File: config.mk
export PLATFORM = sky130hd
export DESIGN_NAME = circuit1_frame_collector_flat
export DESIGN_NICKNAME = d
export VERILOG_FILES = /design/src/rtl/circuit1_pkg.sv /design/src/rtl/circuit1_frame_collector_if.sv /design/src/rtl/frame_fifo2.sv /design/src/rtl/circuit1_frame_collector.sv /design/src/flat_wrapper.sv
export SDC_FILE = /design/constraint.sdc
export NUM_CORES = 1
export LEC_CHECK = 0
export ABC_CLOCK_PERIOD_IN_PS = 13420
export CORE_UTILIZATION = 55
export DETAILED_ROUTE_END_ITERATION = 10
export PLACE_DENSITY = 0.82
export SYNTH_ARGS = -nofsm -noshare
export SYNTH_HDL_FRONTEND = slang
export SYNTH_HIERARCHICAL = 1
export SYNTH_SLANG_ARGS = --single-unit
File: constraint.sdc
create_clock -name clk -period 13.42 [get_ports clk]
set_input_delay 2.684 -clock clk [delete_from_list [all_inputs] [get_ports clk]]
set_output_delay 2.684 -clock clk [all_outputs]
set_load 0.05 [all_outputs]
File: src/rtl/circuit1_pkg.sv
// Shared constants, record type and saturating-add helper for the circuit1 frame collector.
package circuit1_pkg;

    localparam int unsigned Z_W       = 8;
    localparam int unsigned X_W       = 16;
    localparam int unsigned ACC_W_DEF = 24;

    // Default record layout; the collector re-declares it with its own ACC_W.
    typedef struct packed {
        logic signed [ACC_W_DEF-1:0] sum;
        logic signed [Z_W-1:0]       min;
        logic signed [Z_W-1:0]       max;
        logic                        sat;
    } frame_rec_t;

    typedef struct packed {
        logic signed [63:0] sum;
        logic               sat;
    } sat_res_t;

    // Operands arrive sign-extended to 64 bits; the result is clamped to a w-bit signed range.
    function automatic sat_res_t sat_add(input logic signed [63:0] a,
                                         input logic signed [63:0] b,
                                         input int unsigned        w);
        logic signed [63:0] s;
        logic signed [63:0] hi;
        logic signed [63:0] lo;
        sat_res_t           r;
        s     = a + b;
        hi    = (64'sd1 <<< (w - 1)) - 64'sd1;
        lo    = -(64'sd1 <<< (w - 1));
        r.sum = s;
        r.sat = 1'b0;
        if (s > hi) begin
            r.sum = hi;
            r.sat = 1'b1;
        end else if (s < lo) begin
            r.sum = lo;
            r.sat = 1'b1;
        end
        return r;
    endfunction

endpackage

File: src/rtl/circuit1_frame_collector_if.sv
// Sample input and frame record output bundle of the circuit1 frame collector.
interface circuit1_frame_collector_if #(
    parameter int unsigned ACC_W = 24
);
    import circuit1_pkg::*;

    logic                    in_valid;
    logic                    in_ready;
    logic signed [Z_W-1:0]   z;
    logic signed [X_W-1:0]   x;
    logic                    frame_valid;
    logic                    frame_ready;
    logic signed [ACC_W-1:0] frame_sum;
    logic signed [Z_W-1:0]   frame_min;
    logic signed [Z_W-1:0]   frame_max;
    logic                    frame_sat;

    modport master (
        output in_valid, z, x, frame_ready,
        input  in_ready, frame_valid, frame_sum, frame_min, frame_max, frame_sat
    );

    modport slave (
        input  in_valid, z, x, frame_ready,
        output in_ready, frame_valid, frame_sum, frame_min, frame_max, frame_sat
    );

endinterface

File: src/rtl/frame_fifo2.sv
// Two-entry first-in first-out queue of frame records with a valid/ready read side.
module frame_fifo2
    import circuit1_pkg::*;
#(
    parameter type rec_t = frame_rec_t
) (
    input  logic       clk,
    input  logic       rst,
    input  logic       push,
    input  rec_t       push_rec,
    input  logic       pop_ready,
    output rec_t       head,
    output logic       head_valid,
    output logic [1:0] count
);

    rec_t       mem_q [2];
    logic       wr_q;
    logic       rd_q;
    logic [1:0] count_q;
    logic       pop;
    logic       do_push;

    assign head_valid = (count_q != 2'd0);
    assign head       = mem_q[rd_q];
    assign count      = count_q;
    assign pop        = head_valid & pop_ready;
    // A push into a full queue only lands when the head leaves on the same edge.
    assign do_push    = push & ((count_q != 2'd2) | pop);

    always_ff @(posedge clk) begin
        if (!rst) begin
            mem_q[0] <= '0;
            mem_q[1] <= '0;
            wr_q     <= 1'b0;
            rd_q     <= 1'b0;
            count_q  <= 2'd0;
        end else begin
            if (do_push) begin
                mem_q[wr_q] <= push_rec;
                wr_q        <= ~wr_q;
            end
            if (pop) begin
                rd_q <= ~rd_q;
            end
            count_q <= count_q + {1'b0, do_push} - {1'b0, pop};
        end
    end

endmodule

File: src/rtl/circuit1_frame_collector.sv
// Aligns circuit1 z with its delayed x and reduces FRAME_LEN samples into one queued
// record holding the saturated x sum, z min/max and a sticky saturation flag.
module circuit1_frame_collector
    import circuit1_pkg::*;
#(
    parameter int unsigned FRAME_LEN = 4,
    parameter int unsigned ACC_W     = 24
) (
    input logic                       clk,
    input logic                       rst,
    circuit1_frame_collector_if.slave bus
);

    localparam int unsigned CNT_W = $clog2(FRAME_LEN);
    localparam logic [CNT_W-1:0] LAST_IDX = CNT_W'(FRAME_LEN - 1);

    typedef struct packed {
        logic signed [ACC_W-1:0] sum;
        logic signed [Z_W-1:0]   min;
        logic signed [Z_W-1:0]   max;
        logic                    sat;
    } rec_t;

    logic [CNT_W-1:0]        cnt_q;
    logic                    s1_valid_q;
    logic                    s1_first_q;
    logic                    s1_last_q;
    logic signed [Z_W-1:0]   s1_z_q;
    logic signed [ACC_W-1:0] acc_q;
    logic signed [ACC_W-1:0] acc_d;
    logic signed [Z_W-1:0]   min_q;
    logic signed [Z_W-1:0]   min_d;
    logic signed [Z_W-1:0]   max_q;
    logic signed [Z_W-1:0]   max_d;
    logic                    sat_q;
    logic                    sat_d;
    sat_res_t                add_r;
    logic                    unused_add_hi;
    logic                    accept;
    logic                    pend;
    logic [1:0]              fifo_count;
    rec_t                    push_rec;
    rec_t                    head;
    logic                    head_valid;

    // The last sample sitting in stage 1 reserves a queue slot before it is pushed.
    assign pend         = s1_valid_q & s1_last_q;
    assign bus.in_ready = (fifo_count + {1'b0, pend}) < 2'd2;
    assign accept       = bus.in_valid & bus.in_ready;

    always_comb begin
        add_r = sat_add({{(64 - ACC_W){acc_q[ACC_W-1]}}, acc_q},
                        {{(64 - X_W){bus.x[X_W-1]}}, bus.x}, ACC_W);
        if (s1_first_q) begin
            acc_d = {{(ACC_W - X_W){bus.x[X_W-1]}}, bus.x};
            min_d = s1_z_q;
            max_d = s1_z_q;
            sat_d = 1'b0;
        end else begin
            acc_d = add_r.sum[ACC_W-1:0];
            min_d = (s1_z_q < min_q) ? s1_z_q : min_q;
            max_d = (s1_z_q > max_q) ? s1_z_q : max_q;
            sat_d = sat_q | add_r.sat;
        end
    end

    // Clamped sums always fit in ACC_W bits, so the upper half carries only sign copies.
    assign unused_add_hi = ^add_r.sum[63:ACC_W];

    assign push_rec = {acc_d, min_d, max_d, sat_d};

    always_ff @(posedge clk) begin
        if (!rst) begin
            cnt_q      <= '0;
            s1_valid_q <= 1'b0;
            s1_first_q <= 1'b0;
            s1_last_q  <= 1'b0;
            s1_z_q     <= '0;
            acc_q      <= '0;
            min_q      <= '0;
            max_q      <= '0;
            sat_q      <= 1'b0;
        end else begin
            s1_valid_q <= accept;
            if (accept) begin
                s1_z_q     <= bus.z;
                s1_first_q <= (cnt_q == '0);
                s1_last_q  <= (cnt_q == LAST_IDX);
                cnt_q      <= (cnt_q == LAST_IDX) ? '0 : cnt_q + 1'b1;
            end
            if (s1_valid_q) begin
                acc_q <= pend ? '0 : acc_d;
                min_q <= pend ? '0 : min_d;
                max_q <= pend ? '0 : max_d;
                sat_q <= pend ? 1'b0 : sat_d;
            end
        end
    end

    frame_fifo2 #(
        .rec_t (rec_t)
    ) u_fifo (
        .clk        (clk),
        .rst        (rst),
        .push       (pend),
        .push_rec   (push_rec),
        .pop_ready  (bus.frame_ready),
        .head       (head),
        .head_valid (head_valid),
        .count      (fifo_count)
    );

    assign bus.frame_valid = head_valid;
    assign bus.frame_sum   = head.sum;
    assign bus.frame_min   = head.min;
    assign bus.frame_max   = head.max;
    assign bus.frame_sat   = head.sat;

endmodule
File: src/flat_wrapper.sv
// flat-port wrapper written by rule: the top's interface ports become plain ports
module circuit1_frame_collector_flat import circuit1_pkg::*;
#(
    parameter int unsigned FRAME_LEN = 4,
    parameter int unsigned ACC_W     = 24
)
  (clk, rst, bus_in_valid, bus_z, bus_x, bus_frame_ready, bus_in_ready, bus_frame_valid, bus_frame_sum, bus_frame_min, bus_frame_max, bus_frame_sat);
  circuit1_frame_collector_if #(.ACC_W(ACC_W)) bus_i ();
  input logic clk;
  input logic rst;
  input wire logic [$bits(bus_i.in_valid)-1:0] bus_in_valid;
  input wire logic [$bits(bus_i.z)-1:0] bus_z;
  input wire logic [$bits(bus_i.x)-1:0] bus_x;
  input wire logic [$bits(bus_i.frame_ready)-1:0] bus_frame_ready;
  output wire logic [$bits(bus_i.in_ready)-1:0] bus_in_ready;
  output wire logic [$bits(bus_i.frame_valid)-1:0] bus_frame_valid;
  output wire logic [$bits(bus_i.frame_sum)-1:0] bus_frame_sum;
  output wire logic [$bits(bus_i.frame_min)-1:0] bus_frame_min;
  output wire logic [$bits(bus_i.frame_max)-1:0] bus_frame_max;
  output wire logic [$bits(bus_i.frame_sat)-1:0] bus_frame_sat;
  assign bus_i.in_valid = bus_in_valid;
  assign bus_i.z = bus_z;
  assign bus_i.x = bus_x;
  assign bus_i.frame_ready = bus_frame_ready;
  assign bus_in_ready = bus_i.in_ready;
  assign bus_frame_valid = bus_i.frame_valid;
  assign bus_frame_sum = bus_i.frame_sum;
  assign bus_frame_min = bus_i.frame_min;
  assign bus_frame_max = bus_i.frame_max;
  assign bus_frame_sat = bus_i.frame_sat;
  circuit1_frame_collector #(.FRAME_LEN(FRAME_LEN), .ACC_W(ACC_W)) u_core (.clk(clk), .rst(rst), .bus(bus_i));
endmodule
# Word level (Yosys, flattened, before mapping)
# Memories as Yosys holds them, arrays and structs flattened. A register that Yosys moved wholly into a read port is not among the register bits.
# Cells that the tools add are included.
# classes
addsub	5
magnitude_cmp	5
n_eq_ne	2
mux	22
bitwise_logic	8
n_reduce_logical	3
# op_table
cell	count
$mux W25	2
$mux W24	2
$mux W8	6
$mux W41	1
$reduce_or A41 Y1	1
$add A24 B16 Y25	1
$gt A25 B24 Y1 const B	1
$lt A25 B24 Y1 const B	1
$mux W1	10
$gt A8 B8 Y1	1
$lt A8 B8 Y1	1
$add A2 B1 Y2	2
$and A1 B1 Y1	4
$add A2 B1 Y2 const B	1
$eq A2 B2 Y1 const B	1
$logic_not A2 Y1	1
$lt A2 B2 Y1 const B	1
$mux W2	1
$ne A2 B2 Y1 const B	1
$not A1 Y1	2
$or A1 B1 Y1	2
$reduce_bool A2 Y1	1
$sub A2 B1 Y2	1
# totals
ff_bits	58
ram_bits	82
inputBits	28
output_inout_bits	43
word_cells	58
memories	1
# mem_list
memory	words	word_bits	read_ports	rd_ports_with_merged_regs	wr	line	text
u_core.u_fifo.mem_q	2	41	1	1	2	frame_fifo2.sv:17	rec_t mem_q [2];

# Depth between registers and ports, before layout
# depth
depth_word	9
ltp_mapped	14
mapped_depth_nobuf	12

# By module
# The synthesis kept the hierarchy.
# by_module_without_submodules
module	instances	cells_per_inst	area_each_um2	seq_area_each_um2
circuit1_frame_collector	1	524	4137.7	1081.0
frame_fifo2	1	243	3880.0	2562.5

# Worst setup path before layout
# No wires, ideal clock.
# synth_timing
path_kind	input-to-reg
start	input bus_frame_ready
end	memory u_core/u_fifo/mem_q[0][0] (netlist bit), enable pin
setup_time_ns	0.496
arrival_ns	5.808
required_time_ns	12.924
path_slack_ns	7.116
cell_stages	3
path_buffers	0
path_cell_list	or3b_1 > nand2_1 > o21ai_0
# synth_rtl
element	line	text
from (decl)	flat_wrapper.sv:14	input wire logic [$bits(bus_i.frame_ready)-1:0] bus_frame_ready;
to (decl)	frame_fifo2.sv:17	

==> out/metrics.yaml <==
layout:
  diodes: 0
  fillers: 1021
  utilization_pct: 66.6
  nNetsFinal: 893
  drive_above_1_share_pct: 15.0
  syn_to_final_growth_pct: 16.7
yosys:
  synth.most_common_cell: "edfxtp_1"
  synth_cell_type_count: 59
  synth_area_leader_cell: "edfxtp_1"
  ys_seq_elements: 141
  synth_async_sr_flop_share_pct: 0
  synth_ff_type: "edfxtp_1"
  synth_top_area_share_pct: 30.7
  syn_area_sq_um: 8020
  syn-num-nets: 839
  yosysWarningCount: 6
  yosys-top-cells-count: "82 x edfxtp_1, 59 x and2_1, 59 x dfxtp_1"
  netlist_instances: 767
  ys_seq_area_share_pct: 45.4
  ys_top_cells_by_area: "edfxtp_1 31%, dfxtp_1 15%, mux2_2 7.0%, ha_1 6.7%, and2_1 4.6%"
  synth_area_per_cell_sq_um: 10.5
  synth_edf_count: 82
cts:
  cts_tree: "done"
  cts_buffer_depth: 2
  clk_latency_ps: 420
  clock_sinks: 141
  post-cts-setup-buffers: 0
  cts_root_buf: "clkbuf_16"
  post_cts_resized: 0
  htreeDepth: 4
  clk_pin_slew_ps: 60
  cts_hold_buf: 0
  cts_buffers: 17
sta:
  fin_skew_ps: 10.0
  max_freq_ghz: 0.155
  fin_crit_sh_pct: 48.2
  fin_setup_tns_ps: 0
  hold_viol: 0
  grt_setup_unrepaired: "false"
  worstMarginPinSlew_ps: 1170
  slew_viol_final: 0
  setup_viol: 0
  timing.final.crit_period_ps: 6470
  max_slew_margin_pct: 21.9
  hold-worst-slack_ps: 470
pwr:
  finalPower_uw: 1310
  cellPowerDensity_nw_per_um2: 140
  power_leakage_uw: 0.00373
  ir_drop_mv: 0.0848
drt:
  first_iter_violations: 675
  drt-pass1-iter-count: 6
  num_vias: 6088
  ant_nets: 0
  routed_wl_um: 19200
  viasPerCell: 6.00
  drc: 0
  wl_per_cell_um: 18.9
global_routing:
  grt_usage_pct: 26.8
  first_global_vias: 5787
  antenna_found_initial: 0
  grt_pass1_wl_um: 30400
  grt_max_degree: 43
  globalRouteOverflowTotal: 0
status:
  outcome: "completed"
setup_path:
  worstSetupStartpointType: "primary input"
  crit_path_end_kind: "flop"
  cp.arrival_ps: 6750
  required_ps: 13700
  path_class: "primary input to flop"
  cp_max_fo: 20
floorplanning:
  initial_core_util_pct: 57.1
  rows: 43
  dieArea_sq_um: 15100
  die_w_um: 123
  io_pins: 71
  die_h_um: 123
  core_area_sq_um: 14000
placed_design:
  numPortBuffers: 70
  dp_hpwl_um: 13600
  gp_congestion: 0.966
worst_hold_path:
  hp-class: "flop to flop"
job:
  maxCapViolCount: 0
-- flip-flops by register name (all words and copies together) (netlist names), named ones only --
name                 count
u_core/u_fifo/mem_q     82
u_core/acc_q            24
u_core/max_q             8
u_core/min_q             8
u_core/s1_z_q            8
u_core/cnt_q             2
u_core/u_fifo/count      2
u_core/s1_first_q        1
u_core/s1_last_q         1
u_core/s1_valid_q        1
u_core/sat_q             1
u_core/u_fifo/rd_q       1
u_core/u_fifo/wr_q       1
-- layer usage --
layer / wire (um) / global-route usage (%) / share of wire, % / vias up
li1: - / - / - / 2883
met1: 9110 / 40.0 / 47 / 2907
met2: 8310 / 38.9 / 43 / 280
met3: 1590 / 5.86 / 8.3 / 18
met4: 172 / 7.32 / 0.90 / 0
met5: 0 / 0 / 0 / -
-- cell usage in the layout, fill, tap and decap left out, types with 7 or more instances in the layout --
cell type and n:
xnor2_1 15, o21ai_0 47, a211oi_1 8, nor2_1 48
clkdlybuf4s50_1 70, o221ai_1 10, nand2_1 54, a21o_1 15
and2_1 59, a32o_1 8, ha_1 43, a22o_1 11
a21oi_1 38, and2_4 28, edfxtp_1 82, mux2_2 50
nand3_1 7, clkbuf_16 17, o21a_1 7, mux2i_1 11
dfxtp_1 58, inv_1 31, nor2b_1 12, nand2b_1 11
-- metrics by stage --
| step | instance area [sq um] | instances | worst slack (ps) |
|---|---|---|---|
| final | 9360 | 1014 | 6950 |
| after floorplan | 8020 | 767 | 7120 |
| after CTS | 9360 | 1014 | 7040 |
| after global routing | 9360 | 1014 | 6760 |
| after detailed placement | 8750 | 982 | 6640 |
| after global placement | 8750 | 982 | 6780 |
-- layout make-up --
| cell class | instances | area, sq um | area share (%) |
|---|---|---|---|
| inverters | 31 | 116 | 1.24 |
| repair buffers | 73 | 723 | 7.73 |
| clock inverters | 14 | 181 | 1.94 |
| clock buffers | 18 | 429 | 4.59 |
| multi-input cells | 557 | 4040 | 43.1 |
| well taps | 180 | 225 | 2.41 |
| flip-flops and latches | 141 | 3640 | 39.0 |
-- path summary, 6_finish.rpt --
kind,startpoint,endpoint,slack [ps],cells after the start
worst min register to register,u_core/acc_q[10],u_core/acc_q[10],470,2
worst max register to register,u_core/acc_q[0],u_core/u_fifo/mem_q[1][19],9520,12
worst max-delay path,bus_x[15],u_core/u_fifo/mem_q[1][19],6950,11
worst min-delay path,u_core/acc_q[10],u_core/acc_q[10],470,2
-- worst max-delay path, cell delays in order --
cell,delay (ps)
clkdlybuf4s50_1,840
ha_1,410
a21o_1,210
a31oi_1,220
a311oi_1,170
o21a_1,220
o311ai_2,320
or2_1,630
nand2_1,410
o21ai_0,410
and2_1,200
-- logic make-up (layout without fill, tap and decap cells) --
| logic type | Yosys count | count (layout) | share of synthesized area [%] |
|---|---|---|---|
| adder cells (fa/ha/maj) | 44 | 44 | 6.96 |
| flip-flops | 141 | 141 | 45.4 |
| multiplexers | 61 | 61 | 8.40 |
| buffers and inverters | 69 | 136 | 4.39 |
| AND/OR/NAND/NOR | 246 | 246 | 16.9 |
| XOR/XNOR | 21 | 21 | 2.29 |
| AO/OA/AOI/OAI | 185 | 185 | 15.6 |
-- where the power goes --
| part | total (uW) | internal [uW] | switching [uW] |
|---|---|---|---|
| registers | 499 | 479 | 19.9 |
| logic | 322 | 118 | 204 |
| clock network | 485 | 296 | 189 |
No activity file was read; power rests on OpenSTA's default activity.
